<file path="src/rtl/posit_encoder_if.sv">
// Valid/ready bundle between the normalise stage and the posit encoder.
// The master drives the fields and out_ready; the slave returns in_ready, out_valid and q.
`timescale 1ns/1ps
interface posit_encoder_if #(
  parameter int WIDTH = 7,
  parameter int MW    = 8
);
  logic             in_valid;
  logic             in_ready;
  logic             in_sign;
  logic             in_zero;
  logic             in_nar;
  logic [7:0]       in_regime;
  logic [7:0]       in_exponent;
  logic [MW-1:0]    in_mantissa;
  logic             in_sticky;
  logic             out_valid;
  logic             out_ready;
  logic [WIDTH-1:0] q;

  modport master (
    output in_valid, in_sign, in_zero, in_nar, in_regime, in_exponent,
           in_mantissa, in_sticky, out_ready,
    input  in_ready, out_valid, q
  );

  modport slave (
    input  in_valid, in_sign, in_zero, in_nar, in_regime, in_exponent,
           in_mantissa, in_sticky, out_ready,
    output in_ready, out_valid, q
  );
endinterface

</file>
<file path="src/rtl/posit_encoder.sv">
// Posit encoder: packs sign/regime/exponent/fraction into a WIDTH-bit posit with
// round-to-nearest-even, saturation and zero/NaR handling, in two valid/ready stages.
`timescale 1ns/1ps
module posit_encoder #(
  parameter int WIDTH = 7,
  parameter int EN    = 1,
  parameter int MW    = 8
) (
  input logic            clk,
  input logic            rst,
  posit_encoder_if.slave bus
);
  localparam int BW = WIDTH - 1;        // unsigned body width
  localparam int TW = EN + MW;          // exponent + fraction tail
  localparam int XW = BW + 1 + TW;      // long enough that nothing is lost before guard/sticky
  localparam logic signed [7:0] K_MAX = 8'(WIDTH - 2);
  localparam logic signed [7:0] K_MIN = 8'(-(WIDTH - 2));
  localparam logic [WIDTH-1:0] NAR_WORD = {1'b1, {(WIDTH-1){1'b0}}};

  logic s1_en;
  logic s2_en;

  logic          s1_valid_reg;
  logic [BW-1:0] s1_body_reg;
  logic          s1_guard_reg;
  logic          s1_sticky_reg;
  logic          s1_sign_reg;
  logic          s1_zero_reg;
  logic          s1_nar_reg;

  logic             s2_valid_reg;
  logic [WIDTH-1:0] q_reg;

  assign s2_en        = ~s2_valid_reg | bus.out_ready;
  assign s1_en        = ~s1_valid_reg | s2_en;
  assign bus.in_ready = s1_en & ~rst;
  assign bus.out_valid = s2_valid_reg;
  assign bus.q         = q_reg;

  logic [TW-1:0] tail;
  generate
    if (EN > 0) begin : g_exp
      logic unused_exp;
      assign tail       = {bus.in_exponent[EN-1:0], bus.in_mantissa};
      assign unused_exp = ^bus.in_exponent[7:EN];
    end else begin : g_noexp
      logic unused_exp;
      assign tail       = bus.in_mantissa;
      assign unused_exp = ^bus.in_exponent;
    end
  endgenerate

  logic signed [7:0] k;
  logic              k_neg;
  logic [7:0]        k_mag;
  logic [7:0]        regime_len;
  assign k          = bus.in_regime;
  assign k_neg      = k[7];
  assign k_mag      = k_neg ? 8'(-k) : 8'(k);
  assign regime_len = k_neg ? (k_mag + 8'd1) : (k_mag + 8'd2);

  // Regime pattern, MSB first: k>=0 gives k+1 ones then zeros; k<0 gives a single 1 at offset -k.
  logic [XW-1:0] regime_bits;
  generate
    for (genvar gi = 0; gi < XW; gi++) begin : g_regime
      assign regime_bits[XW-1-gi] = k_neg ? (k_mag == 8'(gi)) : (8'(gi) <= k_mag);
    end
  endgenerate

  logic [XW-1:0] ext_bits;
  logic [BW-1:0] s1_body_next;
  logic          s1_guard_next;
  logic          s1_sticky_next;

  always_comb begin
    ext_bits       = regime_bits | ({tail, {(BW+1){1'b0}}} >> regime_len);
    s1_body_next   = ext_bits[XW-1 -: BW];
    s1_guard_next  = ext_bits[TW];
    s1_sticky_next = (|ext_bits[TW-1:0]) | bus.in_sticky;
    // Saturated values are exact by construction: clear guard/sticky so S2 never rounds them.
    if (k >= K_MAX) begin
      s1_body_next   = {BW{1'b1}};
      s1_guard_next  = 1'b0;
      s1_sticky_next = 1'b0;
    end else if (k <= K_MIN) begin
      s1_body_next   = BW'(1);
      s1_guard_next  = 1'b0;
      s1_sticky_next = 1'b0;
    end
  end

  logic             round_up;
  logic [BW-1:0]    body_rnd;
  logic [WIDTH-1:0] pos_word;
  logic [WIDTH-1:0] q_next;

  always_comb begin
    round_up = s1_guard_reg & (s1_sticky_reg | s1_body_reg[0]);
    body_rnd = s1_body_reg + BW'(round_up);
    pos_word = {1'b0, body_rnd};
    q_next   = s1_sign_reg ? (~pos_word + WIDTH'(1)) : pos_word;
    if (s1_nar_reg) begin
      q_next = NAR_WORD;
    end else if (s1_zero_reg) begin
      q_next = '0;
    end
  end

  always_ff @(posedge clk) begin
    if (rst) begin
      s1_valid_reg <= 1'b0;
      s2_valid_reg <= 1'b0;
      q_reg        <= '0;
    end else begin
      if (s1_en) begin
        s1_valid_reg <= bus.in_valid;
        if (bus.in_valid) begin
          s1_body_reg   <= s1_body_next;
          s1_guard_reg  <= s1_guard_next;
          s1_sticky_reg <= s1_sticky_next;
          s1_sign_reg   <= bus.in_sign;
          s1_zero_reg   <= bus.in_zero;
          s1_nar_reg    <= bus.in_nar;
        end
      end
      if (s2_en) begin
        s2_valid_reg <= s1_valid_reg;
        if (s1_valid_reg) begin
          q_reg <= q_next;
        end
      end
    end
  end
endmodule
</file>
<file path="src/flat_wrapper.sv">
// flat-port wrapper written by rule: the top's interface ports become plain ports
module posit_encoder_flat 
#(
  parameter int WIDTH = 7,
  parameter int EN    = 1,
  parameter int MW    = 8
)
  (clk, rst, bus_in_valid, bus_in_sign, bus_in_zero, bus_in_nar, bus_in_regime, bus_in_exponent, bus_in_mantissa, bus_in_sticky, bus_out_ready, bus_in_ready, bus_out_valid, bus_q);
  posit_encoder_if #(.WIDTH(WIDTH), .MW(MW)) bus_i ();
  input logic clk;
  input logic rst;
  input wire logic [$bits(bus_i.in_valid)-1:0] bus_in_valid;
  input wire logic [$bits(bus_i.in_sign)-1:0] bus_in_sign;
  input wire logic [$bits(bus_i.in_zero)-1:0] bus_in_zero;
  input wire logic [$bits(bus_i.in_nar)-1:0] bus_in_nar;
  input wire logic [$bits(bus_i.in_regime)-1:0] bus_in_regime;
  input wire logic [$bits(bus_i.in_exponent)-1:0] bus_in_exponent;
  input wire logic [$bits(bus_i.in_mantissa)-1:0] bus_in_mantissa;
  input wire logic [$bits(bus_i.in_sticky)-1:0] bus_in_sticky;
  input wire logic [$bits(bus_i.out_ready)-1:0] bus_out_ready;
  output wire logic [$bits(bus_i.in_ready)-1:0] bus_in_ready;
  output wire logic [$bits(bus_i.out_valid)-1:0] bus_out_valid;
  output wire logic [$bits(bus_i.q)-1:0] bus_q;
  assign bus_i.in_valid = bus_in_valid;
  assign bus_i.in_sign = bus_in_sign;
  assign bus_i.in_zero = bus_in_zero;
  assign bus_i.in_nar = bus_in_nar;
  assign bus_i.in_regime = bus_in_regime;
  assign bus_i.in_exponent = bus_in_exponent;
  assign bus_i.in_mantissa = bus_in_mantissa;
  assign bus_i.in_sticky = bus_in_sticky;
  assign bus_i.out_ready = bus_out_ready;
  assign bus_in_ready = bus_i.in_ready;
  assign bus_out_valid = bus_i.out_valid;
  assign bus_q = bus_i.q;
  posit_encoder #(.WIDTH(WIDTH), .EN(EN), .MW(MW)) u_core (.clk(clk), .rst(rst), .bus(bus_i));
endmodule
</file>
<file path="config.mk">
export PLATFORM = sky130hd
export DESIGN_NAME = posit_encoder_flat
export DESIGN_NICKNAME = d
export VERILOG_FILES = /design/src/rtl/posit_encoder_if.sv /design/src/rtl/posit_encoder.sv /design/src/flat_wrapper.sv
export SDC_FILE = /design/constraint.sdc
export NUM_CORES = 1
export LEC_CHECK = 0
export BUFFER_PORTS_ARGS = -buffer_cell sky130_fd_sc_hd__buf_2
export CELL_PAD_IN_SITES_DETAIL_PLACEMENT = 0
export CELL_PAD_IN_SITES_GLOBAL_PLACEMENT = 1
export CORE_AREA = 8 8 82 84
export DETAILED_ROUTE_END_ITERATION = 10
export DIE_AREA = 0 0 90 92
export PLACE_DENSITY = 0.88
export SLEW_MARGIN = 20
export SYNTH_ARGS = -nofsm -noshare
export SYNTH_HDL_FRONTEND = slang
export SYNTH_SLANG_ARGS = --single-unit
</file>
<file path="constraint.sdc">
create_clock -name clk -period 4.37 [get_ports clk]
set_clock_uncertainty 0.15 [all_clocks]
set_input_delay 0.874 -clock clk [delete_from_list [all_inputs] [get_ports clk]]
set_output_delay 0.874 -clock clk [all_outputs]
set_load 0.01 [all_outputs]
</file>
==> results of run 1 <==
stage by stage:
stage          hold WS, ns  worst slack (ns)
2_1_floorplan        0.337             0.817
3_3_place_gp         0.319             0.466
3_5_place_dp         0.342             0.478
4_1_cts              0.358             0.738
5_1_grt              0.378             0.551
6_report             0.347             0.744
cells in the final DEF, fill, tap and decap left out, types with 3 or more instances in the layout:
| master | instances |
|---|---|
| nor3_1 | 10 |
| nand2b_1 | 5 |
| nor2b_1 | 4 |
| a311oi_1 | 3 |
| nand3_1 | 9 |
| xor2_1 | 7 |
| xnor2_1 | 9 |
| and3_1 | 5 |
| mux2i_1 | 12 |
| inv_1 | 9 |
| a31oi_1 | 10 |
| buf_4 | 4 |
| and2_1 | 4 |
| clkbuf_8 | 4 |
| a21oi_1 | 22 |
| nor4_1 | 4 |
| nor2_1 | 29 |
| a22oi_1 | 4 |
| buf_2 | 33 |
| a211oi_1 | 3 |
| dfxtp_1 | 9 |
| edfxtp_1 | 11 |
| o21ai_0 | 13 |
| ha_1 | 12 |
| nand2_1 | 28 |
worst min-delay path: cells and delay by family, from the launching register on:
family / cells / cell delay [ns]
flip-flops: 1 / 0.33
AND/OR/NAND/NOR: 1 / 0.07
AO/OA/AOI/OAI: 1 / 0.06
metal layers:
layer,track usage [%],vias up,routed length [um]
met5,0,-,0
met4,3.61,0,45
met3,2.04,5,221
met2,20.7,52,2460
met1,14.8,924,2340
li1,-,1050,-
path summary, 6_finish.rpt:
path	depth (start not counted)	slack, ns	end
setup reg to reg	9	2.15	u_core.bus.q[6]$_SDFFE_PP0P_
hold reg to reg	2	0.35	u_core.bus.q[0]$_SDFFE_PP0P_
hold / removal	2	0.35	u_core.bus.q[0]$_SDFFE_PP0P_
setup / recovery	13	0.74	u_core.s1_sticky_reg$_SDFFCE_PP0P_
power breakdown:
part	leakage [uW]	internal (uW)	total (uW)	switching, uW
Combinational	0.000778	84.7	210	125
Sequential	0.000181	207	211	4.20
Clock	0.0000288	80.1	137	56.8
Total	0.000988	371	557	186
area by class of cell:
| class | count | area (sq um) |
|---|---|---|
| clock buffer | 4 | 55.1 |
| fill | 573 | 2990 |
| inverter | 9 | 33.8 |
| multi-input combinational | 227 | 1530 |
| sequential | 20 | 510 |
| tap | 72 | 90.1 |
| timing repair buffer | 37 | 195 |
logic make-up after synthesis:
logic type / Yosys count / share of synthesized area (%)
AO/OA/AOI/OAI: 77 / 24.4
flip-flops: 20 / 23.8
adder cells (fa/ha/maj): 12 / 7.00
XOR/XNOR: 17 / 7.29
buffers and inverters: 22 / 5.02
AND/OR/NAND/NOR: 105 / 24.1
multiplexers: 16 / 8.34
==> results.toml, run 1 <==
[status]
status = "finished clean"

[place]
placed_cell_area_sq_um = 2360
hpwl_mm = 4.02
io_buffers = 33
gp_congestion = 0.851
dp.cells = 365

[clock_network]
cts_resized = 0
cts_buffers = 3
cts_root_buffer = "clkbuf_8"
clk_latency_ns = 0.25
cts_buffer_depth = 2
h-tree-depth = 1
path_clk_slew_ns = 0.07
holdBufCountCts = 0
cts_tree = "built"
cts_setup_buffers = 0
clock-sinks = 20

[logic_synthesis]
ys_warn_count = 0
synth_most_common_cell = "nor2_1"
ys.flop_type = "edfxtp_1"
synth-edff-count = 11
synth.avg_cell_area_sq_um = 7.97
synth.distinct_cells = 57
synth_commonest_cells = "29 x nor2_1, 28 x nand2_1, 22 x a21oi_1"
synth_area_sq_um = 2140
netlist.area_leader.share_pct = 15.4
ys_seq_area_share_pct = 23.8
async_flop_share_pct = 0
yosys.area.top_type = "edfxtp_1"
synth.area.top_cells = "edfxtp_1 15%, dfxtp_1 8.4%, ha_1 7.0%"
synthCells = 269
synth_seq_cells = 20
synth_nets = 313

[timing]
maxSlewHeadroom_pct = 56.9
period_share_pct = 83.0
setup_violations = 0
fmax_ghz = 0.276
maxSlewViolCount = 0
final_hold_viol_count = 0
final.min_clock_period_ns = 3.63
rsz0062_at_grt = "false"
worst_slew_pin_slew_ns = 0.642
fin_setup_tns_ns = 0

[setup_path]
critPathRequiredTime_ns = 4.21
cp_cell_sequence = "buf_2, inv_1, ha_1, nand2_1, nand2_1, ha_1, mux4_2, and2_1, a31o_2, nor3_1, a31oi_1, o21ai_0, a31oi_1"
start_kind = "input pin"
crit_slowest_cell = "ha_1"
crit_start = "bus_in_regime[1]"
path_class = "in2reg"
arrival_ns = 3.47
critPathBufInv = 2
r2r-start = "u_core.s1_body_reg[0]$_SDFFCE_PP1P_"
cp-end-kind = "flip-flop"
cp_top_family = "adder cells"
slowest_delay_ns = 0.44
path_max_fanout = 10

[floorplan]
ioPinCount = 41
rows = 27
die_y_um = 92
die_w_um = 90
coreArea_sq_um = 5410
floorplan.initialDensity_pct = 39.7
dieArea_sq_um = 8280

[global_route]
grt-ovfl-total = 0
grt_pass1_vias = 1893
grt_pass1_wl_mm = 8.49
track_usage_pct = 11.9
antenna_found_initial = 0
grt_max_degree = 30

[layout]
layout.nets = 342
fin_util_pct = 44.6
final_cells = 369
final_cell_area_sq_um = 2410
largest_reg_flops = 7
area_growth_pct = 12.4
drive_gt1_share_pct = 19.2
antenna_cells = 0

[worst_hold_path]
hp-start = "u_core.bus.q[0]$_SDFFE_PP0P_"
hold_path_class = "reg2reg"

[pwr]
vdd.ir_drop.worst_uv = 104
powerDensity_nw_per_um2 = 231
p_leak_uw = 0.000988
power.total_uw = 557

[drt]
wirelength_mm = 5.06
drc_errors = 0
antenna_left = 0
vias_per_cell = 5.50
drt_iter0_markers = 77
wl_per_cell_um = 13.7
dr.pass1.iters = 4
dr_total_vias = 2031

[job]
cap_violations = 0
Power figures use the tool's default switching activity.
==> run 2, diff against run 1 <==
- clock period: 4.37 -> 3.4 ns (I/O delays scaled with it)
==> results.toml, run 2 (synthesized netlist as in run 1, its figures left out) <==
[global_route]
met3_usage_pct = 1.47
grtUsageMet2_pct = 22.3
grt_pass1_wl_mm = 9.06
grt_util_met1_pct = 15.3
grt-ovfl-total = 0
grt_pass1_vias = 2086
track_usage_pct = 12.7
busiest_layer = "met2"
grt_max_degree = 29
antenna_found_initial = 0

[clock_network]
h-tree-depth = 1
cts_resized = 0
cts_tree = "built"
clock-sinks = 20
path_clk_slew_ns = 0.07
cts_buffer_depth = 2
holdBufCountCts = 0
cts_buffers = 3
cts_root_buffer = "clkbuf_8"
clk_latency_ns = 0.26
cts_setup_buffers = 0

[place]
dp.cells = 375
hpwl_mm = 4.16
io_buffers = 33
gp_congestion = 0.856
placed_cell_area_sq_um = 2430

[pwr]
pwr-share-comb_pct = 38.4
internal_power_uw = 487
vdd.ir_drop.worst_uv = 138
p_switching_uw = 244
clkPwrFrac_pct = 24.5
switching_share_pct = 33.4
p_leak_uw = 0.00104
seqPwrFrac_pct = 37.1
powerDensity_nw_per_um2 = 294

[layout]
antenna_cells = 0
final_cells = 379
final_cell_mix = "33 x buf_2, 29 x nor2_1, 28 x nand2_1"
layout.nets = 352
layout_commonest_cell = "buf_2"
largest_reg_flops = 7
drive_gt1_share_pct = 21.8
seqCellArea_sq_um = 510
multiInputGateArea_sq_um = 1530
area_growth_pct = 15.9
nFillCells = 556
final_cell_area_sq_um = 2490

[status]
status = "finished clean"

[timing]
setup_violations = 0
hold_ws_ns = 0.349
final_hold_viol_count = 0
final.min_clock_period_ns = 3.06
worst_slew_pin_slew_ns = 0.588
fmax_ghz = 0.327
period_share_pct = 89.9
rsz0062_at_grt = "false"
fin_setup_tns_ns = 0
maxSlewHeadroom_pct = 60.6
maxSlewViolCount = 0

[setup_path]
crit_slowest_cell = "a2111oi_2"
crit_top_cell = "nor2_1"
cp_cell_sequence = "buf_2, inv_1, ha_1, nor2_1, xnor2_2, buf_4, ha_1, nor2_1, nor2_1, a2111oi_0, o21ai_0, a2111oi_2, a31oi_1"
slowest_delay_ns = 0.41
start_kind = "input pin"
path_class = "in2reg"
cp-end-kind = "flip-flop"
path_max_fanout = 6
arrival_ns = 2.91
critPathRequiredTime_ns = 3.25

[floorplan]
die_y_um = 92
dieArea_sq_um = 8280
coreArea_sq_um = 5410
ioPinCount = 41
floorplan.initialDensity_pct = 39.7
die_w_um = 90
rows = 27

[drt]
antenna_left = 0
dr.pass1.iters = 4
vias_per_cell = 5.40
drt_iter0_markers = 55
wirelength_mm = 5.17
dr_total_vias = 2045
wl_per_cell_um = 13.6
drc_errors = 0

[worst_hold_path]
hold_path_class = "reg2reg"

[job]
cap_violations = 0
[run 2: cell types whose count changed in the layout (fill, tap and decap cells not counted)]
| cell | previous run | this run |
|---|---|---|
| buf_4 | 4 | 14 |
[run 2: per-layer routing]
layer | routed length [um] | vias to the layer above
met5 | 0 | -
met4 | 102 | 0
met3 | 161 | 10
met2 | 2530 | 39
met1 | 2380 | 934
li1 | - | 1062
[run 2: layout make-up]
class                           count  area share, %
Tap cell                           72           3.62
Sequential cell                    20           20.5
Multi-Input combinational cell    227           61.4
Inverter                            9           1.36
Timing Repair Buffer               47           10.9
Clock buffer                        4           2.21
[run 2: path summary, 6_finish.rpt]
path	from	to	slack, ns	cells after the start
setup reg to reg	u_core.s1_body_reg[0]$_SDFFCE_PP1P_	u_core.bus.q[6]$_SDFFE_PP0P_	1.10	9
hold / removal	u_core.bus.q[0]$_SDFFE_PP0P_	u_core.bus.q[0]$_SDFFE_PP0P_	0.35	2
setup / recovery	bus_in_regime[1]	u_core.s1_sticky_reg$_SDFFCE_PP0P_	0.34	13
hold reg to reg	u_core.bus.q[0]$_SDFFE_PP0P_	u_core.bus.q[0]$_SDFFE_PP0P_	0.35	2
[run 2: power by group through the flow]
stage / Combinational [uW] / Sequential (uW) / Clock, uW
6_report: 281 / 271 / 179
5_1_grt: 314 / 272 / 194
4_1_cts: 281 / 271 / 185
3_5_place_dp: 280 / 277 / 0
3_3_place_gp: 278 / 276 / 0
2_1_floorplan: 199 / 277 / 0
[run 2: critical path: cells and delay by family]
family / cells / cell delay (ns)
fa+ha+maj: 2 / 0.40
buf+inv: 3 / 0.31
simple gates: 3 / 0.30
compound gates: 4 / 1.12
xor+xnor: 1 / 0.10
[run 2: per-stage QoR]
stage	total power [uW]	setup slack, ns	utilization, %
final	732	0.343	46.0
after global routing	780	0.151	46.0
after CTS	738	0.348	46.0
after detailed placement	556	0.0661	45.0
after global placement	554	0.0815	45.0
after floorplan	476	0.0411	-
